`src/rtl/pipe_hazard_ctrl.sv`:
```
// Hazard/forwarding controller for an in-order pipeline of DEPTH stages beside issue.
// Latency: stall/fwd/wb_en combinational from inputs and state; tracking updates next CLK. Backpressure: hold freezes all tracking state.
// stall freezes fetch/issue and injects a bubble; flush kills the issuing instruction.
module pipe_hazard_ctrl #(
    parameter int DEPTH      = 4,
    parameter int LOAD_STAGE = 2,
    parameter int REG_AW     = 5,
    localparam int SELW      = $clog2(DEPTH)
) (
    input  logic              CLK,
    input  logic              Reset,
    input  logic              id_valid,
    input  logic [REG_AW-1:0] id_rs1,
    input  logic [REG_AW-1:0] id_rs2,
    input  logic              id_rs1_en,
    input  logic              id_rs2_en,
    input  logic [REG_AW-1:0] id_rd,
    input  logic              id_wr_en,
    input  logic              id_load,
    input  logic              flush,
    input  logic              hold,
    output logic              stall,
    output logic [SELW-1:0]   fwd_sel1,
    output logic [SELW-1:0]   fwd_sel2,
    output logic [DEPTH-2:0]  stage_valid,
    output logic              wb_en,
    output logic [31:0]       stall_cnt
);

    logic [DEPTH-1:1]  v_q;
    logic [DEPTH-1:1]  wr_q;
    logic [DEPTH-1:1]  ld_q;
    logic [REG_AW-1:0] rd_q [1:DEPTH-1];
    logic [31:0]       cnt_q;

    logic [SELW-1:0]   sel1;
    logic [SELW-1:0]   sel2;
    logic              rdy1;
    logic              rdy2;
    logic              hazard;

    // Scan oldest to youngest so the youngest producer's select and readiness win.
    always_comb begin
        sel1 = '0;
        sel2 = '0;
        rdy1 = 1'b1;
        rdy2 = 1'b1;
        for (int k = DEPTH - 1; k >= 1; k--) begin
            if (v_q[k] && wr_q[k] && (rd_q[k] == id_rs1) && (id_rs1 != '0) && id_rs1_en) begin
                sel1 = SELW'(k);
                rdy1 = ~ld_q[k] | (k >= LOAD_STAGE);
            end
            if (v_q[k] && wr_q[k] && (rd_q[k] == id_rs2) && (id_rs2 != '0) && id_rs2_en) begin
                sel2 = SELW'(k);
                rdy2 = ~ld_q[k] | (k >= LOAD_STAGE);
            end
        end
        hazard = ~rdy1 | ~rdy2;
    end

    assign stall       = id_valid & ~flush & ~hold & ~Reset & hazard;
    assign fwd_sel1    = Reset ? '0 : sel1;
    assign fwd_sel2    = Reset ? '0 : sel2;
    assign stage_valid = Reset ? '0 : v_q;
    assign wb_en       = ~Reset & v_q[DEPTH-1] & wr_q[DEPTH-1];
    assign stall_cnt   = cnt_q;

    always_ff @(posedge CLK) begin
        if (Reset) begin
            v_q   <= '0;
            wr_q  <= '0;
            ld_q  <= '0;
            cnt_q <= '0;
            for (int k = 1; k <= DEPTH - 1; k++) begin
                rd_q[k] <= '0;
            end
        end else begin
            if (!hold) begin
                v_q[1]  <= id_valid & ~stall & ~flush;
                rd_q[1] <= id_rd;
                wr_q[1] <= id_wr_en;
                ld_q[1] <= id_load;
                for (int k = 2; k <= DEPTH - 1; k++) begin
                    v_q[k]  <= v_q[k-1];
                    rd_q[k] <= rd_q[k-1];
                    wr_q[k] <= wr_q[k-1];
                    ld_q[k] <= ld_q[k-1];
                end
            end
            if (stall && (cnt_q != 32'hFFFF_FFFF)) begin
                cnt_q <= cnt_q + 32'd1;
            end
        end
    end

endmodule

```
`config.mk`:
```
export PLATFORM = sky130hd
export DESIGN_NAME = pipe_hazard_ctrl
export DESIGN_NICKNAME = d
export VERILOG_FILES = /design/src/rtl/pipe_hazard_ctrl.sv
export SDC_FILE = /design/constraint.sdc
export NUM_CORES = 1
export LEC_CHECK = 0
export BUFFER_PORTS_ARGS = -buffer_cell sky130_fd_sc_hd__buf_2
export CAP_MARGIN = 20
export CORE_AREA = 2 2 82 84
export CTS_CLUSTER_DIAMETER = 30
export DETAILED_ROUTE_END_ITERATION = 7
export DIE_AREA = 0 0 84 86
export PLACE_DENSITY = 0.82
export SYNTH_ARGS = -nofsm -noshare
export SYNTH_HDL_FRONTEND = slang
export SYNTH_SLANG_ARGS = --single-unit
```
`constraint.sdc`:
```
create_clock -name CLK -period 2.3 [get_ports CLK]
set_clock_uncertainty 0.05 [all_clocks]
set_input_delay 0.575 -clock CLK [delete_from_list [all_inputs] [get_ports CLK]]
set_output_delay 0.575 -clock CLK [all_outputs]
set_load 0.03 [all_outputs]
```
==> results.json <==
{
  "dpl.hpwl_mm": 5.95,
  "die_w_um": 84,
  "stdcell_area_um2": 4690,
  "route.detailed.drc": 0,
  "nets": 489,
  "r2r_cells": 13,
  "postCtsHoldBufs": 0,
  "fp.dieH_um": 86,
  "worst_slew_pin_slew_ps": 462,
  "drive_gt1_share_pct": 50.8,
  "cts_tree": "done",
  "ys_seq_elements": 54,
  "cts-root-buf": "clkbuf_8",
  "violations": "setup timing",
  "initial_utilization_pct": 47.6,
  "drv_cap": 0,
  "yosys.area.top_type_share_pct": 26.1,
  "holdPathStages": 2,
  "synth_top_family_by_area": "simple AND/OR/NAND/NOR gates",
  "p_leak_nw": 1.85,
  "netlist_top_cells_area": "dfxtp_1 (26%), edfxtp_1 (15%), xnor2_1 (7.9%)",
  "synth_nets": 351,
  "drv_slew": 0,
  "antenna_found_initial": 0,
  "p_seq_share_pct": 54.7,
  "max_freq_ghz": 0.371,
  "pwr-share-clk_pct": 33.9,
  "yosys.area_share.simple_pct": 28.6,
  "port_buffers": 64,
  "yosysWarnings": 0,
  "antenna_left": 0,
  "run_status": "finished, violations left",
  "crit_chain": "buf_6, or4_4, o21ai_4, nor2_1, nand4_1, nor2b_4, nor3_4, buf_6",
  "p_switching_w": 0.000443,
  "holdWs_ps": 453,
  "synthAdderAreaFrac_pct": 0.419,
  "min_path_type": "reg -> reg",
  "yosys-top-cells-count": "dfxtp_1 (39), nor2_1 (28), xnor2_1 (27), a21oi_1 (24), nand4_1 (18)",
  "avgRoutedWirePerCell_um": 19.1,
  "cp-end-kind": "output port",
  "vias_per_cell": 6.01,
  "power.density_nw_per_um2": 400,
  "vias": 3255,
  "synth_compound_area_share_pct": 12.6,
  "yosysMostFrequentCell": "dfxtp_1",
  "synthMuxAreaShare_pct": 3.56,
  "crit_family": "simple AND/OR/NAND/NOR gates",
  "hold_violations": 0,
  "synth_xor_area_share_pct": 9.97,
  "syn_to_final_growth_pct": 57.0,
  "start_kind": "input port",
  "layout_setup_ws_ps": -396,
  "yosysSeqAreaShare_pct": 41.2,
  "max-slew-margin-rel_pct": 69.1,
  "yosys.area.top_type": "dfxtp_1",
  "synth_edf_count": 15,
  "ys_types": 48,
  "grt_pass1_wl_mm": 15.5,
  "cts_buffers": 5,
  "syn_inst": 326,
  "internal-power_w": 0.00143,
  "rows": 29,
  "core-area_um2": 6280,
  "rsz0062_at_grt": "yes",
  "gp_congestion": 0.872,
  "finalCriticalPeriod_ps": 2700,
  "worst-path-buf-inv": 2,
  "cts.reportedPaths.clkPinSlew_ps": 90,
  "clkSinkCount": 54,
  "cts.path.max_buffers": 2,
  "syn_area_per_cell_um2": 9.17,
  "clk_latency_ps": 320,
  "switching_share_pct": 23.6,
  "grt.overflow.total": 0,
  "synth_area_um2": 2990,
  "holdPathEnd": "stall_cnt[4]$_SDFFE_PP0P_",
  "path_common_cell": "buf_6",
  "rrSetupSlack_ps": -310,
  "finalCritPeriodShare_pct": 117,
  "cp_slowest_cell": "or4_4",
  "grt_util_all_layers_pct": 26.9,
  "setup_violations": 35,
  "ir_drop_mv": 0.378,
  "dieArea_um2": 7220,
  "critPathKind": "in -> out",
  "routed_wl_mm": 10.4,
  "grt_max_degree": 38,
  "ios": 65,
  "dr.pass1.iters": 4,
  "crit_required_ps": 1670,
  "place_area_um2": 3860,
  "reg2reg_from": "rd_q[0][5]$_SDFFCE_PN0P_",
  "power_frac_comb_pct": 11.4,
  "drtIter0Drc": 240,
  "hp-start": "stall_cnt[4]$_SDFFE_PP0P_",
  "grt_pass1_vias": 3100,
  "r2r_end": "stall_cnt[7]$_SDFFE_PP0P_",
  "diodes": 0,
  "crit_arrival_ps": 2070,
  "slowest_delay_ps": 560,
  "cts-htree-levels": 2,
  "path_max_fanout": 3,
  "synth_ff_type": "dfxtp_1",
  "async_reset_ff_share_pct": 0
}
## power groups by stage
stage | combinational [W] | sequential, W | clock [W]
after global placement | 0.000178 | 0.00104 | 0
after detailed placement | 0.000184 | 0.00105 | 0
after global routing | 0.000228 | 0.00103 | 0.000675
after floorplan | 0.000113 | 0.00104 | 0
after CTS | 0.000196 | 0.00102 | 0.000638
final | 0.000214 | 0.00103 | 0.000637
## how the worst max path moves through the flow
stage,endpoint,slack (ps),depth (start not counted),from
after global routing,fwd_sel2[1],-450,8,id_rs2[0]
after global placement,fwd_sel1[0],-380,8,id_rs1[0]
after CTS,fwd_sel1[1],-350,8,id_rs1[4]
after floorplan,stall,-80,5,id_rs2[0]
after detailed placement,fwd_sel1[0],-410,8,id_rs1[0]
final,fwd_sel2[1],-400,8,id_rs2[0]
## metal layers
| layer | up-vias | wire length (um) | global-route usage, % | share of wire (%) |
|---|---|---|---|---|
| li1 | 1481 | - | - | - |
| met1 | 1567 | 4050 | 33.2 | 39 |
| met2 | 182 | 5400 | 47.3 | 52 |
| met3 | 25 | 633 | 4.52 | 6.1 |
| met4 | 0 | 282 | 9.97 | 2.7 |
| met5 | - | 0 | 0 | 0 |
## worst min-delay path: cells and delay by family, from the launching register on
family	cells	cell delay [ps]
compound gates	2	110
flops	1	360
## flip-flops by register name, indices dropped and copies added (netlist names)
name	cells
stall_cnt	32
v_q	3
ld_q	1
wr_q	3
rd_q	15
## metrics by stage
step | total power, W | setup TNS [ps] | std cells | setup WS [ps] | util (%)
after floorplan | 0.00115 | -558 | 326 | -80.6 | -
after global placement | 0.00122 | -7320 | 506 | -378 | 61.5
after detailed placement | 0.00123 | -8860 | 506 | -407 | 61.5
after CTS | 0.00186 | -6880 | 536 | -350 | 71.0
after global routing | 0.00193 | -10630 | 542 | -449 | 74.7
final | 0.00188 | -8010 | 542 | -396 | 74.7
## final cells by class
class / count / area, um2
Inverter: 9 / 33.8
Multi-Input combinational cell: 251 / 2070
Clock buffer: 7 / 76.3
Fill cell: 386 / 1590
Clock inverter: 1 / 30.0
Sequential cell: 54 / 1250
Timing Repair Buffer: 143 / 1130
Tap cell: 77 / 96.3
## kinds of logic after synthesis
| family | count (synthesis) |
|---|---|
| flops | 54 |
| xor+xnor | 34 |
| fa+ha+maj | 1 |
| compound gates | 60 |
| buf+inv | 21 |
| mux | 10 |
| simple gates | 146 |
## layout by cell type (no fill, tap or decap), types with 9 or more instances in the layout
master,n
dfxtp_1,26
buf_6,29
a21oi_1,13
nand2_1,17
nand4_1,18
dfxtp_2,11
nor2_1,26
or3_1,9
and2_1,16
buf_2,55
edfxtp_1,15
xnor2_1,19
buf_4,53
a21oi_2,9
nand3_1,12
## what timing repair did
item | 4_1_cts | 5_1_grt
cloned | 3 | 0
endpoints found under the setup margin | 25 | 37
pin swaps | 45 | 21
buffers inserted | 20 | 8
resized for setup | 64 | 44
Power figures use the tool's default switching activity.
